## config.mk

```make
export PLATFORM = sky130hd
export DESIGN_NAME = cacheline_arbiter
export DESIGN_NICKNAME = d
export VERILOG_FILES = /design/src/rtl/cacheline_arbiter_pkg.sv /design/src/rtl/cacheline_arbiter.sv
export SDC_FILE = /design/constraint.sdc
export NUM_CORES = 1
export LEC_CHECK = 0
export ABC_AREA = 1
export CAP_MARGIN = 15
export CORE_AREA = 10 10 537 539
export DETAILED_ROUTE_END_ITERATION = 7
export DIE_AREA = 0 0 547 549
export GPL_TIMING_DRIVEN = 0
export REMOVE_ABC_BUFFERS = 1
export SYNTH_ARGS = -nofsm -noshare
export SYNTH_HDL_FRONTEND = slang
export SYNTH_SLANG_ARGS = --single-unit
```

## constraint.sdc

```tcl
create_clock -name clk -period 10.9 [get_ports clk]
set_input_delay 2.18 -clock clk [delete_from_list [all_inputs] [get_ports clk]]
set_output_delay 2.18 -clock clk [all_outputs]
set_load 0.01 [all_outputs]
```

## src/rtl/cacheline_arbiter_pkg.sv

```systemverilog
// Shared types and defaults for the I/D cacheline arbiter.
package arb_types;

  localparam int unsigned DEFAULT_LINE_WIDTH  = 256;
  localparam int unsigned DEFAULT_ADDR_WIDTH  = 32;
  localparam int unsigned DEFAULT_MAX_D_BURST = 4;

  typedef enum logic [1:0] {
    IDLE    = 2'd0,
    SERVE_I = 2'd1,
    SERVE_D = 2'd2,
    DONE    = 2'd3
  } arb_state_t;

endpackage : arb_types

```

## src/rtl/cacheline_arbiter.sv

```systemverilog
// Non-preemptive arbiter of I-cache and D-cache line transfers onto one memory port.
// D-cache wins ties unless the I-cache has waited through MAX_D_BURST D grants.
module cacheline_arbiter
  import arb_types::*;
#(
  parameter int unsigned LINE_WIDTH  = DEFAULT_LINE_WIDTH,
  parameter int unsigned ADDR_WIDTH  = DEFAULT_ADDR_WIDTH,
  parameter int unsigned MAX_D_BURST = DEFAULT_MAX_D_BURST
) (
  input  logic                  clk,
  input  logic                  rst,
  input  logic                  i_read,
  input  logic [ADDR_WIDTH-1:0] i_addr,
  output logic [LINE_WIDTH-1:0] i_rdata,
  output logic                  i_resp,
  input  logic                  d_read,
  input  logic                  d_write,
  input  logic [ADDR_WIDTH-1:0] d_addr,
  input  logic [LINE_WIDTH-1:0] d_wdata,
  output logic [LINE_WIDTH-1:0] d_rdata,
  output logic                  d_resp,
  output logic                  pmem_read,
  output logic                  pmem_write,
  output logic [ADDR_WIDTH-1:0] pmem_addr,
  output logic [LINE_WIDTH-1:0] pmem_wdata,
  input  logic [LINE_WIDTH-1:0] pmem_rdata,
  input  logic                  pmem_resp
);

  localparam int unsigned      CNT_W   = $clog2(MAX_D_BURST + 1);
  localparam logic [CNT_W-1:0] CNT_MAX = CNT_W'(MAX_D_BURST);

  arb_state_t            state_q, state_d;
  logic [CNT_W-1:0]      starve_cnt_q, starve_cnt_d;
  logic [ADDR_WIDTH-1:0] addr_q, addr_d;
  logic [LINE_WIDTH-1:0] wdata_q, wdata_d;
  logic                  op_write_q, op_write_d;

  logic d_req;
  logic i_forced;

  assign d_req    = d_read | d_write;
  assign i_forced = i_read & (starve_cnt_q == CNT_MAX);

  // State, starvation counter and grant latches
  always_ff @(posedge clk or posedge rst) begin
    if (rst) begin
      state_q      <= IDLE;
      starve_cnt_q <= '0;
      addr_q       <= '0;
      wdata_q      <= '0;
      op_write_q   <= 1'b0;
    end else begin
      state_q      <= state_d;
      starve_cnt_q <= starve_cnt_d;
      addr_q       <= addr_d;
      wdata_q      <= wdata_d;
      op_write_q   <= op_write_d;
    end
  end

  // Next-state and grant decision; requests are only looked at in IDLE
  always_comb begin
    state_d      = state_q;
    starve_cnt_d = starve_cnt_q;
    addr_d       = addr_q;
    wdata_d      = wdata_q;
    op_write_d   = op_write_q;
    unique case (state_q)
      IDLE: begin
        if (d_req && !i_forced) begin
          state_d    = SERVE_D;
          addr_d     = d_addr;
          op_write_d = d_write;
          if (d_write) wdata_d = d_wdata;
          if (i_read && (starve_cnt_q != CNT_MAX)) starve_cnt_d = CNT_W'(starve_cnt_q + 1'b1);
        end else if (i_read) begin
          state_d      = SERVE_I;
          addr_d       = i_addr;
          op_write_d   = 1'b0;
          starve_cnt_d = '0;
        end
      end
      SERVE_I, SERVE_D: begin
        if (pmem_resp) state_d = DONE;
      end
      DONE:    state_d = IDLE;
      default: state_d = IDLE;
    endcase
  end

  // Strobes follow the registered state; responses pass memory data straight through
  always_comb begin
    pmem_read  = (state_q == SERVE_I) | ((state_q == SERVE_D) & ~op_write_q);
    pmem_write = (state_q == SERVE_D) & op_write_q;
    pmem_addr  = addr_q;
    pmem_wdata = wdata_q;
    i_resp     = (state_q == SERVE_I) & pmem_resp;
    d_resp     = (state_q == SERVE_D) & pmem_resp;
    i_rdata    = i_resp ? pmem_rdata : '0;
    d_rdata    = d_resp ? pmem_rdata : '0;
  end

endmodule : cacheline_arbiter

```

# [Word level (Yosys, flattened, before mapping)]
# Cells that the tools add are included.
[totals] reg_bits=294 in_bits=582 out_inout_bits=804 elab_cells=45
[op_classes] n_addsub=1 eq_ne=8 muxes=13 bitwise=8 reduce_logical=10
[op_table] cell="256-bit 2-to-1 mux" count=2
[op_table] cell="32-bit 2-to-1 mux" count=2
[op_table] cell="3-bit 2-to-1 mux" count=3
[op_table] cell="2-bit 2-to-1 mux" count=3
[op_table] cell="3-bit inequality test, second input constant" count=2
[op_table] cell="2-bit one-hot mux with 3 select lines" count=1
[op_table] cell="3-bit AND reduction" count=2
[op_table] cell="1-bit AND" count=5
[op_table] cell="2-bit equality test, second input constant" count=2
[op_table] cell="2-bit AND reduction" count=2
[op_table] cell="3-bit by 1-bit adder with 3-bit output, second input constant" count=1
[op_table] cell="3-bit equality test, second input constant" count=1
[op_table] cell="2-bit by 1-bit equality test with 1-bit output, second input constant" count=1
[op_table] cell="1-bit logical AND" count=2
[op_table] cell="2-bit zero test" count=1
[op_table] cell="1-bit 2-to-1 mux" count=2
[op_table] cell="2-bit by 1-bit inequality test with 1-bit output, second input constant" count=1
[op_table] cell="2-bit inequality test, second input constant" count=1
[op_table] cell="1-bit OR" count=2
[op_table] cell="2-bit nonzero test" count=1
[op_table] cell="2-bit OR reduction" count=1
[op_table] cell="1-bit zero test" count=1
[op_table] cell="1-bit NOT" count=1

# [Longest topological paths before layout]
[depth] depth_word=6 mapped_depth=8 mapped_depth_nobuf=8

# [Least setup slack after synthesis]
# No wires, ideal clock.
[synth_path] path_kind="input port to output port" start="input pmem_resp" end="output i_rdata[100]" t_arrival_ns=2.924 required_ns=8.720 path_slack_ns=5.796 cell_stages=4 n_path_buf=2 cell_sequence="nand2_1 -> clkbuf_1 -> clkbuf_1 -> nor2_1"
[synth_via] elab_chain_len=2
[synth_lines] element="from (decl)" line_no="cacheline_arbiter.sv:27" source="input logic pmem_resp"
[synth_lines] element="1-bit AND" line_no="cacheline_arbiter.sv:98" source="i_resp = (state_q == SERVE_I) & pmem_resp;"
[synth_lines] element="256-bit 2-to-1 mux" line_no="cacheline_arbiter.sv:100" source="i_rdata = i_resp ? pmem_rdata : '0;"
[synth_lines] element="to (decl)" line_no="cacheline_arbiter.sv:14" source="output logic [LINE_WIDTH-1:0] i_rdata,"
# No other way between the ends.

# [Final worst setup path]
[layout_path] start="input pmem_resp" end="output d_rdata[161]"
[layout_via] elab_chain_len=2
[layout_lines] element="1-bit AND" line_no="cacheline_arbiter.sv:99" source="d_resp = (state_q == SERVE_D) & pmem_resp;"
[layout_lines] element="256-bit 2-to-1 mux" line_no="cacheline_arbiter.sv:101" source="d_rdata = d_resp ? pmem_rdata : '0;"
[layout_lines] element="to (decl)" line_no="cacheline_arbiter.sv:20" source="output logic [LINE_WIDTH-1:0] d_rdata,"
# No other way between the ends.

==> summary.md <==
| Metric | Value |
|---|---|
| Max incr delay on CP | 1000 ps |
| Setup violations, final | 0 |
| MaxCap Viol Count | 0 |
| Placed cell area | 0.0338 mm² |
| Slowest-stage cell, CP | clkdlybuf4s50_1 |
| Die Y | 549 µm |
| CP Capture Type | output port |
| Latest clock arrival within the worst-skew pair | 720 ps |
| Clk_skew | 58.8 ps |
| Synthesized area | 0.0153 mm² |
| Vias in the first global route | 19,776 |
| Die area | 0.300 mm² |
| Maximum vdd ir drop | 0.134 mV |
| Clk pin slew, worst setup/hold paths | 50 ps |
| Pins over their slew limit | 0 |
| Setup TNS | 0 ps |
| Via count | 20,195 |
| CP Cell Sequence | clkdlybuf4s50_1, nand2_4, buf_16, buf_16, buf_16, buf_16, nor2_1, clkdlybuf4s50_1 |
| TritonCTS clock tree | done |
| Yosys reg bits | 294 |
| Worst slew margin | 40.0% |
| CTS buffer count | 48 |
| Die Width | 547 µm |
| Filler cells | 32,148 |
| Avg Cell Area, Syn | 6.93 µm² |
| CTS Sinks | 294 |
| Post-Route Utilization | 12.7% |
| Initial Util | 5.50% |
| Area Growth Syn to Fin | 131% |
| Crit path kind | primary input to output port |
| Finished Cell Area | 0.0354 mm² |
| Deepest clock path buffer count | 3 |
| RSZ-0062 raised after global routing | no |
| Placer Congestion | 0.946 |
| WP data arrival | 5560 ps |
| Post-DR vias/cell | 2.76 |
| Global-route wire length before repair | 289 mm |
| Startpoint types | primary input |
| Worst-path fanout max | 73 |
| Final Cycle Share | 71.0% |
| Drt wl/cell | 33.5 µm |
| Placeable Area | 0.278 mm² |
| Post-synthesis sequential area ratio | 48.1% |
| Final nets | 4,124 |
| Status | finished, final reports clean |
| Asr flop ratio synth | 100% |
| Syn. warnings | 0 |
| DP Wirelength | 224 mm |
| Hold Path Class | register to register |
| Fmax | 129 MHz |
| Initial antenna violation count | 190 |
| Main area contributors after synthesis | dfrtp_1 (48%), inv_1 (14%), nor2_1 (13%) |
| Leakage Power | 15.5 nW |
| Final Critical Period | 7740 ps |
| CTS root buffer | clkbuf_16 |
| Number of synthesized flops with an enable pin | 0 |
| Layout cells sized above 1 | 2.86% |
| GRT overflow | 0 |
| Post-cts sizing count | 0 |
| FP Rows | 194 |
| Port bufs | 1,385 |
| Slew @ Worst Pin | 899 ps |
| Pwr/cell area | 238 mW/mm² |
| Synth area leader | dfrtp_1 |
| Post-Syn Instances | 2,207 |
| I/O pin cnt | 1,386 |
| ANT nets after route | 0 |
| Detailed Route WL | 245 mm |
| H-tree levels | 2 |
| Gr usage total | 15.6% |
| Top-area cell type share of the netlist area | 48.1% |
| Largest net degree at the start of global routing | 87 |
| Distinct cell type count after synthesis | 20 |
| Hold buffers post-CTS | 0 |
| Setup bufs post-CTS | 0 |
| Most frequent CP cell | buf_16 |
| Fin. Hold Viols | 0 |
| WP data required | 8720 ps |
| Drc violations | 0 |
| Synth Flop Type | dfrtp_1 |
| Worst setup margin | 3160 ps |
| TritonRoute pass-1 iters | 5 |
| Dpl ws | 3070 ps |
| 1st-iter DRT viols | 1,618 |
## routing by layer
layer	share of wire [%]	track usage (%)	wire, µm	vias to the layer above
met1	37	16.5	89600	9281
met2	45	25.1	109000	1445
li1	-	-	-	9048
met4	2.2	2.84	5520	14
met5	0.039	0	96	-
met3	17	11.4	40600	407
## Yosys cell counts (3+ instances only)
master / instances
buf_4: 25
nand3_1: 37
o21ai_1: 71
buf_1: 3
inv_1: 561
nor2_1: 513
o21ai_0: 188
nand3b_1: 32
dfrtp_1: 294
ha_1: 6
nand2_1: 372
buf_2: 59
clkbuf_1: 39
## through the flow
stage | cells | hold slack (ps) | power (W)
floorplan | 2080 | 474 | 0.00332
global placement | 7189 | 467 | 0.00713
detailed placement | 7210 | 467 | 0.00691
CTS | 7296 | 483 | 0.00864
global route | 7306 | 496 | 0.00905
finish | 7312 | 481 | 0.00841
## worst paths after layout
check / startpoint / slack [ps] / depth (start not counted) / to
worst min-delay path: pmem_wdata[144] / 480 / 2 / pmem_wdata[144]
worst min register to register: pmem_wdata[144] / 480 / 2 / pmem_wdata[144]
worst max register to register: starve_cnt_q[0] / 7200 / 9 / pmem_wdata[76]
max in group asynchronous: rst / 7440 / 4 / pmem_addr[1]
worst max-delay path: pmem_resp / 3160 / 8 / d_rdata[161]
min in group asynchronous: rst / 1930 / 2 / pmem_wdata[125]
## cells by family (layout without fill, tap and decap cells)
logic type / after synthesis / count (layout) / synth area share, %
XOR/XNOR: 1 / 1 / 0.0573
adder cells (fa/ha/maj): 6 / 6 / 0.491
AND/OR/NAND/NOR: 956 / 956 / 24.7
buffers and inverters: 689 / 2054 / 18.1
AO/OA/AOI/OAI: 261 / 261 / 8.60
other: 0 / 16 / 0
flip-flops: 294 / 294 / 48.1
## final cells by class
type                            count  area [µm²]  area share [%]
Inverter                          562        2120            5.99
Sequential cell                   294        7360            20.8
Timing Repair Buffer             1406       14400            40.8
Antenna cell                       16        40.0           0.113
Clock buffer                       67        1340            3.80
Clock inverter                     19         231           0.654
Tap cell                         3724        4660            13.2
Multi-Input combinational cell   1224        5200            14.7
## registers in the layout, summed over array words and instances (netlist names)
register / flops
op_write_q: 1
pmem_wdata: 256
starve_cnt_q: 3
state_q: 2
pmem_addr: 32
## power breakdown
| group | switching (W) | internal [W] |
|---|---|---|
| Sequential | 0.000281 | 0.00162 |
| Combinational | 0.00303 | 0.00186 |
| Clock | 0.000727 | 0.000894 |
| Total | 0.00404 | 0.00437 |
## worst max-delay path: cells and delay by family
| family | cells | cell delay (ps) |
|---|---|---|
| buf+inv | 6 | 2690 |
| simple gates | 2 | 460 |
## cell usage in the layout, fill, tap and decap left out, types with 6 or more instances in the layout
cell type and n:
nand3_1 37, clkdlybuf4s50_1 1385, buf_16 19, clkbuf_16 48, ha_1 6, o21ai_1 71
nor2_1 513, clkbuf_8 7, nand2_1 370, clkbuf_1 12, o21ai_0 188, diode_2 16
nand3b_1 32, inv_1 560, dfrtp_1 294
(Power assumes the default switching activity.)
